===== config.mk =====
export PLATFORM = sky130hd
export DESIGN_NAME = relay_sequencer
export DESIGN_NICKNAME = d
export VERILOG_FILES = /design/src/rtl/relay_sequencer_pkg.sv /design/src/rtl/relay_rr_pick.sv /design/src/rtl/relay_sequencer.sv
export SDC_FILE = /design/constraint.sdc
export NUM_CORES = 1
export LEC_CHECK = 0
export CORE_ASPECT_RATIO = 0.9
export CORE_UTILIZATION = 51
export DETAILED_ROUTE_END_ITERATION = 8
export DONT_BUFFER_PORTS = 1
export GPL_TIMING_DRIVEN = 0
export PLACE_DENSITY = 0.66
export SLEW_MARGIN = 20
export SYNTH_ARGS = -nofsm -noshare
export SYNTH_HDL_FRONTEND = slang
export SYNTH_SLANG_ARGS = --single-unit

===== constraint.sdc =====
create_clock -name Clk_i -period 3.8 [get_ports Clk_i]
set_input_delay 0.76 -clock Clk_i [delete_from_list [all_inputs] [get_ports Clk_i]]
set_output_delay 0.76 -clock Clk_i [all_outputs]
set_load 0.01 [all_outputs]

===== src/rtl/relay_sequencer_pkg.sv =====
// Shared constants, parameter defaults and FSM state encoding for relay_sequencer.
package relay_sequencer_pkg;

    localparam logic low_p  = 1'b0;
    localparam logic high_p = 1'b1;

    localparam int channels_def_p       = 4;
    localparam int max_active_def_p     = 2;
    localparam int gap_cycles_def_p     = 1000;
    localparam int min_on_cycles_def_p  = 5000;
    localparam int counter_length_def_p = 16;

    typedef enum logic {
        IDLE = 1'b0,
        GAP  = 1'b1
    } seq_state_e;

    function automatic int idx_width(input int n);
        return (n > 1) ? $clog2(n) : 1;
    endfunction

endpackage


===== src/rtl/relay_rr_pick.sv =====
// Combinational round-robin picker: lowest index at or after ptr (wrapping) whose mask bit is set.
module relay_rr_pick #(
    parameter int channels_p = 4,
    parameter int idx_w_p    = 2
) (
    input  logic [channels_p-1:0] mask,
    input  logic [idx_w_p-1:0]    ptr,
    output logic                  valid,
    output logic [idx_w_p-1:0]    index,
    output logic [channels_p-1:0] onehot
);

    logic [idx_w_p-1:0] cand;

    // Scan from farthest offset down so the nearest candidate to ptr is the last one written.
    always_comb begin
        valid  = 1'b0;
        index  = '0;
        cand   = '0;
        onehot = '0;
        for (int k = channels_p - 1; k >= 0; k--) begin
            cand = idx_w_p'((int'(ptr) + k) % channels_p);
            if (mask[cand]) begin
                valid = 1'b1;
                index = cand;
            end
        end
        if (valid) begin
            onehot[index] = 1'b1;
        end
    end

endmodule


===== src/rtl/relay_sequencer.sv =====
// Relay coil sequencer: one toggle per guard gap, active-relay cap, minimum on-time.
// Optional macro RELAY_SEQ_FORCE_OFF_EN adds Force_off_i to shed all relays one per gap.
//
// state | meaning
// IDLE  | waiting for an eligible change; toggles the winner on the next edge
// GAP   | guard gap after a toggle, Busy_o high, gap counter running down to 0
module relay_sequencer
    import relay_sequencer_pkg::*;
#(
    parameter int channels_p       = channels_def_p,
    parameter int max_active_p     = max_active_def_p,
    parameter int gap_cycles_p     = gap_cycles_def_p,
    parameter int min_on_cycles_p  = min_on_cycles_def_p,
    parameter int counter_length_p = counter_length_def_p
) (
    input  logic                  Clk_i,
    input  logic                  Reset_i,
    input  logic [channels_p-1:0] Request_i,
    output logic [channels_p-1:0] Relay_o,
    output logic                  Busy_o,
    output logic [channels_p-1:0] Denied_o
`ifdef RELAY_SEQ_FORCE_OFF_EN
    ,
    input  logic                  Force_off_i
`endif
);

    localparam int idx_w = idx_width(channels_p);
    localparam int cnt_w = $clog2(channels_p + 1);

    localparam logic [cnt_w-1:0]            max_active_c = cnt_w'(max_active_p);
    localparam logic [counter_length_p-1:0] gap_load_c   = counter_length_p'(gap_cycles_p - 1);
    localparam logic [counter_length_p-1:0] min_on_c     = counter_length_p'(min_on_cycles_p);
    localparam logic [counter_length_p-1:0] one_c        = counter_length_p'(1);
    localparam logic [idx_w-1:0]            last_idx_c   = idx_w'(channels_p - 1);

    seq_state_e                 state_q, state_d;
    logic [channels_p-1:0]      relay_q, relay_d;
    logic [channels_p-1:0]      denied_q, denied_d;
    logic [idx_w-1:0]           ptr_q, ptr_d;
    logic [counter_length_p-1:0] gap_q, gap_d;
    logic [counter_length_p-1:0] hold_q [channels_p];

    logic                       force_off;
    logic [cnt_w-1:0]           active_cnt;
    logic [channels_p-1:0]      pending, hold_done, off_elig, on_elig;
    logic                       off_valid, on_valid;
    logic [idx_w-1:0]           off_idx, on_idx, win_idx;
    logic [channels_p-1:0]      off_onehot, on_onehot, win_onehot;

`ifdef RELAY_SEQ_FORCE_OFF_EN
    assign force_off = Force_off_i;
`else
    assign force_off = low_p;
`endif

    always_comb begin
        active_cnt = '0;
        for (int i = 0; i < channels_p; i++) begin
            active_cnt = active_cnt + cnt_w'(relay_q[i]);
        end
    end

    always_comb begin
        for (int i = 0; i < channels_p; i++) begin
            hold_done[i] = (hold_q[i] >= min_on_c);
        end
    end

    assign pending = Request_i ^ relay_q;

    // Force-off sheds every energised relay and blocks any new energisation.
    assign off_elig = force_off ? relay_q : (pending & relay_q & hold_done);
    assign on_elig  = force_off ? '0
                    : (pending & ~relay_q & {channels_p{active_cnt < max_active_c}});

    relay_rr_pick #(.channels_p(channels_p), .idx_w_p(idx_w)) u_pick_off (
        .mask   (off_elig),
        .ptr    (ptr_q),
        .valid  (off_valid),
        .index  (off_idx),
        .onehot (off_onehot)
    );

    relay_rr_pick #(.channels_p(channels_p), .idx_w_p(idx_w)) u_pick_on (
        .mask   (on_elig),
        .ptr    (ptr_q),
        .valid  (on_valid),
        .index  (on_idx),
        .onehot (on_onehot)
    );

    assign win_idx    = off_valid ? off_idx    : on_idx;
    assign win_onehot = off_valid ? off_onehot : on_onehot;

    always_comb begin
        state_d = state_q;
        relay_d = relay_q;
        ptr_d   = ptr_q;
        gap_d   = gap_q;
        case (state_q)
            IDLE: begin
                if (off_valid || on_valid) begin
                    relay_d = relay_q ^ win_onehot;
                    ptr_d   = (win_idx == last_idx_c) ? '0 : win_idx + idx_w'(1);
                    gap_d   = gap_load_c;
                    state_d = GAP;
                end
            end
            GAP: begin
                if (gap_q == '0) begin
                    state_d = IDLE;
                end else begin
                    gap_d = gap_q - one_c;
                end
            end
            default: state_d = IDLE;
        endcase
    end

    assign denied_d = force_off ? '0
                    : (Request_i & ~relay_q & {channels_p{active_cnt == max_active_c}});

    always_ff @(posedge Clk_i) begin
        if (Reset_i) begin
            state_q  <= IDLE;
            relay_q  <= '0;
            denied_q <= '0;
            ptr_q    <= '0;
            gap_q    <= '0;
            for (int i = 0; i < channels_p; i++) begin
                hold_q[i] <= '0;
            end
        end else begin
            state_q  <= state_d;
            relay_q  <= relay_d;
            denied_q <= denied_d;
            ptr_q    <= ptr_d;
            gap_q    <= gap_d;
            for (int i = 0; i < channels_p; i++) begin
                if (relay_d[i] && !relay_q[i]) begin
                    hold_q[i] <= '0;
                end else if (relay_q[i] && !hold_done[i]) begin
                    hold_q[i] <= hold_q[i] + one_c;
                end else if (!relay_q[i]) begin
                    hold_q[i] <= '0;
                end
            end
        end
    end

    assign Relay_o  = relay_q;
    assign Busy_o   = (state_q == GAP) ? high_p : low_p;
    assign Denied_o = denied_q;

endmodule


==> results.txt, run 1 <==
The number of H-tree levels came out at 3. The run finished with clean final reports. Compared with the post-synthesis result, the final layout area differs by 8.35%. The worst slew margin relative to its limit came out at 48.3%.

The critical path data arrival time came out at 3.38 ns. The largest family of logic cells by synthesized area is simple AND/OR/NAND/NOR gates. The count of state elements after synthesis came out at 91.

The most used flip-flop cell after synthesis is edfxtp_1. The die span in x came out at 103 um. The clock tree from TritonCTS is done. The wire-length estimate of the detail-placed layout is 6070 um. Overall power consumption after layout is estimated at 2.86 mW. The clock period minus final worst setup slack came out at 3.13 ns. The final period utilization came out at 82.3%. Net switching is 34.4% of the power. The synthesized area divided by synthesized cell count is 10.2 um^2. The critical path endpoint category is a flip-flop. The count of endpoints failing setup in the final report is 0. The final layout contains routed wiring with a total length of 8490 um. The slowest stage of the critical path belongs to the cell fa_1. The pin count of the biggest net entering global routing came out at 17. The clock buffer count from CTS is 9.

Of the cells placed in the final design, the portion with a size suffix greater than 1 is 5.32%. The residual antenna-violating net count after detailed routing came out at 0. The die is 93.1 um tall. The maximum VDD drop is 313 uV.

Synthesis produced 462 cells. The detail-routed net length per standard cell is 14.0 um. The cell area after synthesis is 4700 um^2. Clock tree synthesis selected as its root buffer the cell clkbuf_8.

Summing the areas of all compound-gate instances in the mapped netlist gives 11.1% of the synthesized area. The global-route wire length before repair is 14300 um. The core box area is 8770 um^2. The switching power is 0.986 mW.

The distinct cell type count after synthesis is 61. The ratio of routed vias to standard cells is 5.40. The share of synthesized flip-flops with an asynchronous set or reset came out at 0%. The number of fill cells is 755. The share of total power in combinational logic is 26.5%. The final RePlAce weighted congestion is 0.857. The residual DRC count came out at 0. The number of gates resized after CTS came out at 0. The post-route clock skew is 0.00946 ns. The element type at the critical path start is a flip-flop.

The number of I/O pins came out at 15. The total of max-cap violations is 0. The proportion of power drawn by flip-flops and latches came out at 50.7%. The area share of fa/ha/maj cells after synthesis is 3.62%. Cell internal power was estimated by the tool at 1.88 mW.

The setup TNS after final layout is 0 ns. The clock transition at the registers of the reported paths came out at 0.08 ns. The number of synthesized flops with an enable pin came out at 64. The net count of the finished layout is 503.

The part of the total power dissipated in the clock network is 22.8%. The floorplan die area is 9610 um^2. The total non-filler cell area in the finished layout came out at 5100 um^2. The setup path with the least slack is of type reg -> reg.

The overflow left after global routing came out at 0. The transition at the pin with the smallest max-transition slack came out at 0.773 ns. Of the total synthesized cell area, the portion taken by AND, OR, NAND and NOR gates is 21.1%.

Setup repair after global routing left no endpoint under its margin. The power density over cell area is 562 nW/um^2. Traced cell by cell, the critical path runs through inv_1 -> fa_1 -> inv_1 -> ha_1 -> inv_1 -> ha_1 -> o31ai_1 -> a41oi_2 -> o21ai_2 -> o31a_1 -> o31a_1. Clock latency on the worst-skew pair, taken at its later pin, is 0.36 ns. The portion of the post-synthesis area used by sequential elements is 52.4%.

The tightest min-delay check is of the reg -> reg type. The detailed-route via count came out at 3285. Of all nets on the critical path, the largest fanout is 8. The violation count after the first detailed-route iteration is 244. Buffers placed on the I/O ports in this run total 0.

The number of hold buffers added after cts came out at 0. The share of cell area taken by muxes after synthesis came out at 0%. The deepest clock path buffer count came out at 2. The initial antenna violation count was 0.

Of the total synthesized cell area, the portion taken by XOR and XNOR cells is 8.94%. The placed instances occupy a cell area of 4890 um^2. The hold violation total from the final report came out at 0. Timing would allow up to 320 MHz. The critical path data required time came out at 4.05 ns. The number of detailed-route iterations in the first pass is 5. In this run the static leakage power is 1.83 nW. In this design, the stage delay of the slowest critical-path cell is 0.55 ns. The clock drives 91 sinks. The via count of the first global-routing pass came out at 3114. The total global-route track usage came out at 19.4%.

The number of pins with negative max-slew slack in the final report is 0. The number of buffers added for setup after CTS is 0. 0 antenna diodes ended up in the layout. For this run, the number of Yosys warnings is 0.

The count of standard-cell rows came out at 32. The initial standard-cell utilization of the core is 53.6%. The most repeated library cell on the critical path is inv_1.
[path summary, 6_finish.rpt]
path / start / to / slack [ns] / cells past startpoint
worst max register to register: Relay_o[0] / gap_q[9] / 0.67 / 11
worst min register to register: gap_q[13] / gap_q[13] / 0.52 / 2
worst max-delay path: Relay_o[0] / gap_q[9] / 0.67 / 11
worst min-delay path: gap_q[13] / gap_q[13] / 0.52 / 2
[layer usage]
layer  global-route usage (%)  part of all wire [%]  vias to the layer above
li1                         -                     -                     1699
met1                     25.2                    48                     1528
met2                     31.2                    45                       49
met3                     5.83                   5.0                        9
met4                     5.63                   1.2                        0
met5                        0                     0                        -
[power by group through the flow]
stage	logic, mW	clock network [mW]	registers, mW
finish	0.760	0.654	1.45
global route	0.862	0.712	1.48
CTS	0.754	0.676	1.45
detailed placement	0.746	0	1.47
global placement	0.740	0	1.47
floorplan	0.613	0	1.42
[state kept, by name, summed over array words and instances, names as in the netlist]
register  count
Denied_o      4
Relay_o       4
gap_q        16
hold_q       64
ptr_q         2
state_q       1
[cell type report]
| type | count | area, um^2 | area share, % |
|---|---|---|---|
| plain buffers | 10 | 45.0 | 0.884 |
| multi-input cells | 350 | 2150 | 42.3 |
| inverters | 22 | 82.6 | 1.62 |
| flip-flops and latches | 91 | 2460 | 48.3 |
| well taps | 119 | 149 | 2.92 |
| clock inverters | 6 | 65.1 | 1.28 |
| clock buffers | 10 | 138 | 2.70 |
[synthesized netlist by cell type (9+ instances only)]
cell type | n | area [um^2]
nor2_1 | 74 | 278
edfxtp_1 | 64 | 1920
nand3_1 | 32 | 160
xor2_1 | 32 | 280
nand2_1 | 28 | 105
dfxtp_1 | 27 | 541
inv_1 | 22 | 82.6
a21oi_1 | 16 | 80.1
xnor2_1 | 16 | 140
nor3_1 | 14 | 70.1
and3_1 | 13 | 81.3
ha_1 | 12 | 150
clkbuf_1 | 9 | 33.8
[logic make-up after synthesis]
| logic type | after synthesis |
|---|---|
| simple gates | 205 |
| flops | 91 |
| compound gates | 72 |
| xor+xnor | 48 |
| buf+inv | 32 |
| fa+ha+maj | 13 |
| other cells | 1 |
[per-stage QoR]
step                worst slack, ns  util, %  hold WS [ns]  cells
finish                        0.672     58.1         0.520    608
global route                  0.496     58.1         0.547    608
CTS                           0.674     58.1         0.518    608
detailed placement            0.686     55.8         0.503    592
global placement              0.673     55.8         0.496    592
floorplan                      1.07        -         0.465    473
[placed cells by master (no fill, tap or decap), types with 8 or more instances in the layout]
master	instances
edfxtp_1	64
clkbuf_8	10
conb_1	12
inv_1	22
ha_1	12
and3_1	13
o21ai_0	8
nor2_1	74
clkbuf_1	9
nand3_1	32
nand2_1	28
nor3_1	14
xor2_1	32
dfxtp_1	27
a21oi_1	16
xnor2_1	16
[worst max-delay path: cells and delay by family, from the launching register on]
| kind | cells | cell delay [ns] |
|---|---|---|
| compound gates | 5 | 1.28 |
| fa+ha+maj | 3 | 0.96 |
| flops | 1 | 0.53 |
| buf+inv | 3 | 0.26 |
Power figures use the tool's default switching activity.
==> run 2: changes to the inputs <==
--- a/config.mk
+++ b/config.mk
@@ -10,7 +10,7 @@
 export DETAILED_ROUTE_END_ITERATION = 8
 export DONT_BUFFER_PORTS = 1
 export GPL_TIMING_DRIVEN = 0
-export PLACE_DENSITY = 0.66
+export PLACE_DENSITY = 0.69
 export SLEW_MARGIN = 20
 export SYNTH_ARGS = -nofsm -noshare
 export SYNTH_HDL_FRONTEND = slang
==> constraint.sdc (replaced) <==
create_clock -name Clk_i -period 2.7 [get_ports Clk_i]
set_input_delay 0.54 -clock Clk_i [delete_from_list [all_inputs] [get_ports Clk_i]]
set_output_delay 0.54 -clock Clk_i [all_outputs]
set_load 0.01 [all_outputs]
==> results.txt, run 2 (synthesis gave the netlist of run 1 again) <==
The first global-routing pass estimated 14700 um of wire. The initial standard-cell utilization of the core came out at 53.6%. After detailed routing, the number of vias per cell comes to 5.55. The clock tree from TritonCTS is done. In the final layout, the registers with the most flip-flops are hold_q: 64 flops, gap_q: 16 flops. The insertion delay of the later-clocked pin in the worst-skew pair is 0.35 ns. By startpoint and endpoint, the worst setup path is classified as reg -> reg. The worst hold path belongs to the class in -> reg. The number of detailed-route iterations in the first pass is 4. The area added between synthesis and finish came out at 9.79%.

STA classifies the critical path startpoint as a flip-flop. The detail route stage leaves a number of antenna-violating nets equal to 0. The largest fanout on the critical path came out at 7. The number of nets in the final layout is 506. The leakage power of the design came out at 1.86 nW. In the post-route analysis, the smallest setup slack over all paths is 0.0976 ns.

Detailed routing inserted a total of 3389 vias. The share of total power dissipated in combinational logic is 28.4%. STA classifies the critical path endpoint as a flip-flop.

The overflow left after global routing is 0. For this run, the total global-route usage over all layers was measured as 19.6%. In the layout the commonest cells are nor2_1, edfxtp_1, xor2_1. The most repeated library cell on the critical path is inv_1. The repair_antennas step left the layout with diodes totalling 0.

The total of max-cap violations came out at 0. The critical path data required time is 2.95 ns. The initial antenna violation count is 0. Setup violations remaining at the end of the flow were counted as 0.

The worst-case IR drop observed on VDD is 386 uV. The number of pins with negative max-slew slack in the final report was 0. The count of standard-cell rows came out at 32. The floorplan die area came out at 9610 um^2. The number of H-tree levels is 3. The deepest clock path buffer count is 2. The power density over cell area came out at 798 nW/um^2. Dividing the final minimum period by the clock period gives 96.4%. The residual DRC count came out at 0. The transition at the pin with the smallest max-transition slack is 0.777 ns. The post-route netlist has 7.93% of its cells at a drive strength greater than 1. The final RePlAce weighted congestion is 0.837.

The via count of the first global-routing pass came out at 3227. The number of fill cells came out at 750. The final wirelength is 8750 um. The region available for standard cell placement spans 8770 um^2.

The clock period minus final worst setup slack came out at 2.60 ns. The largest individual stage delay along the critical path comes from the cell fa_1. The first routing iteration left 186 violations. The number of I/O port buffers came out at 0.

The detailed placer's ending HPWL is 6100 um. The critical path goes through inv_2 -> fa_1 -> inv_1 -> ha_1 -> inv_1 -> ha_4 -> a21boi_2 -> o221ai_2 -> buf_4 -> nand2_1 -> nor3_1 -> a41o_1 -> a32o_1. The register area is 2470 um^2.

The register with the most flip-flops in the layout has 64 of them. The power after layout came out at 4.12 mW. The pre-CTS setup slack is -0.408 ns.

Measured along the y axis, the die boundary spans 93.1 um. The run finished with clean final reports. The proportion of power drawn by flip-flops and latches is 49.7%. The part of the total power dissipated in the clock network came out at 21.9%. In this run, CTS created clock tree buffers numbering 9. The post-route clock skew came out at 0.00970 ns. The number of sinks handled by clock tree synthesis is 91. The die span in x came out at 103 um. The internal cell power is 2.68 mW. The pin count of the biggest net entering global routing is 17. Clock-pin slew was measured on the worst setup and hold paths at 0.09 ns. The register with the most flip-flops in the final layout is hold_q. The worst pin sits at a relative slew slack of 48.0%. The achievable clock frequency is 384 MHz. Of the total power, the share spent switching nets is 35.1%. Hold repair after CTS inserted 0 buffers. The critical path data arrival time came out at 2.85 ns.

The switching power came out at 1.45 mW. The library cell used most frequently in the layout, excluding fill and tap cells, is nor2_1. The number of I/O pins came out at 15.

In the final layout, the multi-input gates occupy 2200 um^2. The maximum cell stage delay along the critical path is 0.52 ns. The hold violation total from the final report came out at 0. The root buffer selected by CTS is clkbuf_8. Dividing the detail-routed wire length by the instance count gives 14.3 um.
==> run 2: cell types whose count changed in the layout (fill, tap and decap cells not counted), moves of 2 or more <==
cell | before | now
dfxtp_4 | 0 | 2
clkinv_2 | 0 | 2
buf_4 | 0 | 3
dfxtp_1 | 27 | 24
==> run 2: final timing paths <==
check                endpoint  slack, ns         start  cells past startpoint
setup / recovery     ptr_q[1]        0.1    Relay_o[0]                     13
hold / removal    Denied_o[2]       0.35  Request_i[2]                      2
setup reg to reg     ptr_q[1]        0.1    Relay_o[0]                     13
hold reg to reg      gap_q[0]       0.52      gap_q[0]                      1
==> run 2: layout make-up <==
| class | count | share of cell area (%) |
|---|---|---|
| well taps | 119 | 2.88 |
| plain buffers | 10 | 0.872 |
| multi-input cells | 350 | 42.6 |
| flip-flops and latches | 91 | 47.9 |
| clock inverters | 7 | 1.31 |
| repair buffers | 3 | 0.436 |
| inverters | 22 | 1.60 |
| clock buffers | 9 | 2.40 |
==> run 2: power groups by stage <==
stage	Sequential (mW)	Combinational [mW]	Clock, mW
after floorplan	2.00	0.862	0
final	2.05	1.17	0.901
after detailed placement	2.07	1.06	0
after global placement	2.06	1.04	0
after CTS	2.05	1.10	0.924
after global routing	2.09	1.30	0.982
==> run 2: layer usage <==
layer	global-route usage [%]	wire length [um]
met5	0	0
met4	4.34	91
met3	5.01	305
met2	31.9	4130
met1	26.3	4220
==> run 2: through the flow <==
| stage | cell area [um^2] | utilization, % | std cells | hold slack [ns] | TNS (ns) |
|---|---|---|---|---|---|
| 6_report | 5160 | 58.9 | 611 | 0.353 | 0 |
| 5_1_grt | 5160 | 58.9 | 611 | 0.344 | -0.0380 |
| 4_1_cts | 5110 | 58.3 | 610 | 0.346 | 0 |
| 3_5_place_dp | 4890 | 55.8 | 592 | 0.502 | -1.99 |
| 3_3_place_gp | 4890 | 55.8 | 592 | 0.499 | -1.39 |
| 2_1_floorplan | 4740 | - | 473 | 0.465 | 0 |
==> run 2: worst max-delay path: cells and delay by family, from the launching register on <==
kind | cells | cell delay, ns
adders and majority gates | 3 | 0.87
DFF | 1 | 0.41
buffers and inverters | 4 | 0.39
AOI/OAI and AO/OA | 4 | 0.74
and+or+nand+nor | 2 | 0.10
==> run 2: repair_timing <==
item                       CTS  global route
pin swaps                    1             2
setup endpoints to repair   11            13
setup buffers                2             1
gates cloned                 0             0
gates resized for setup      7             8
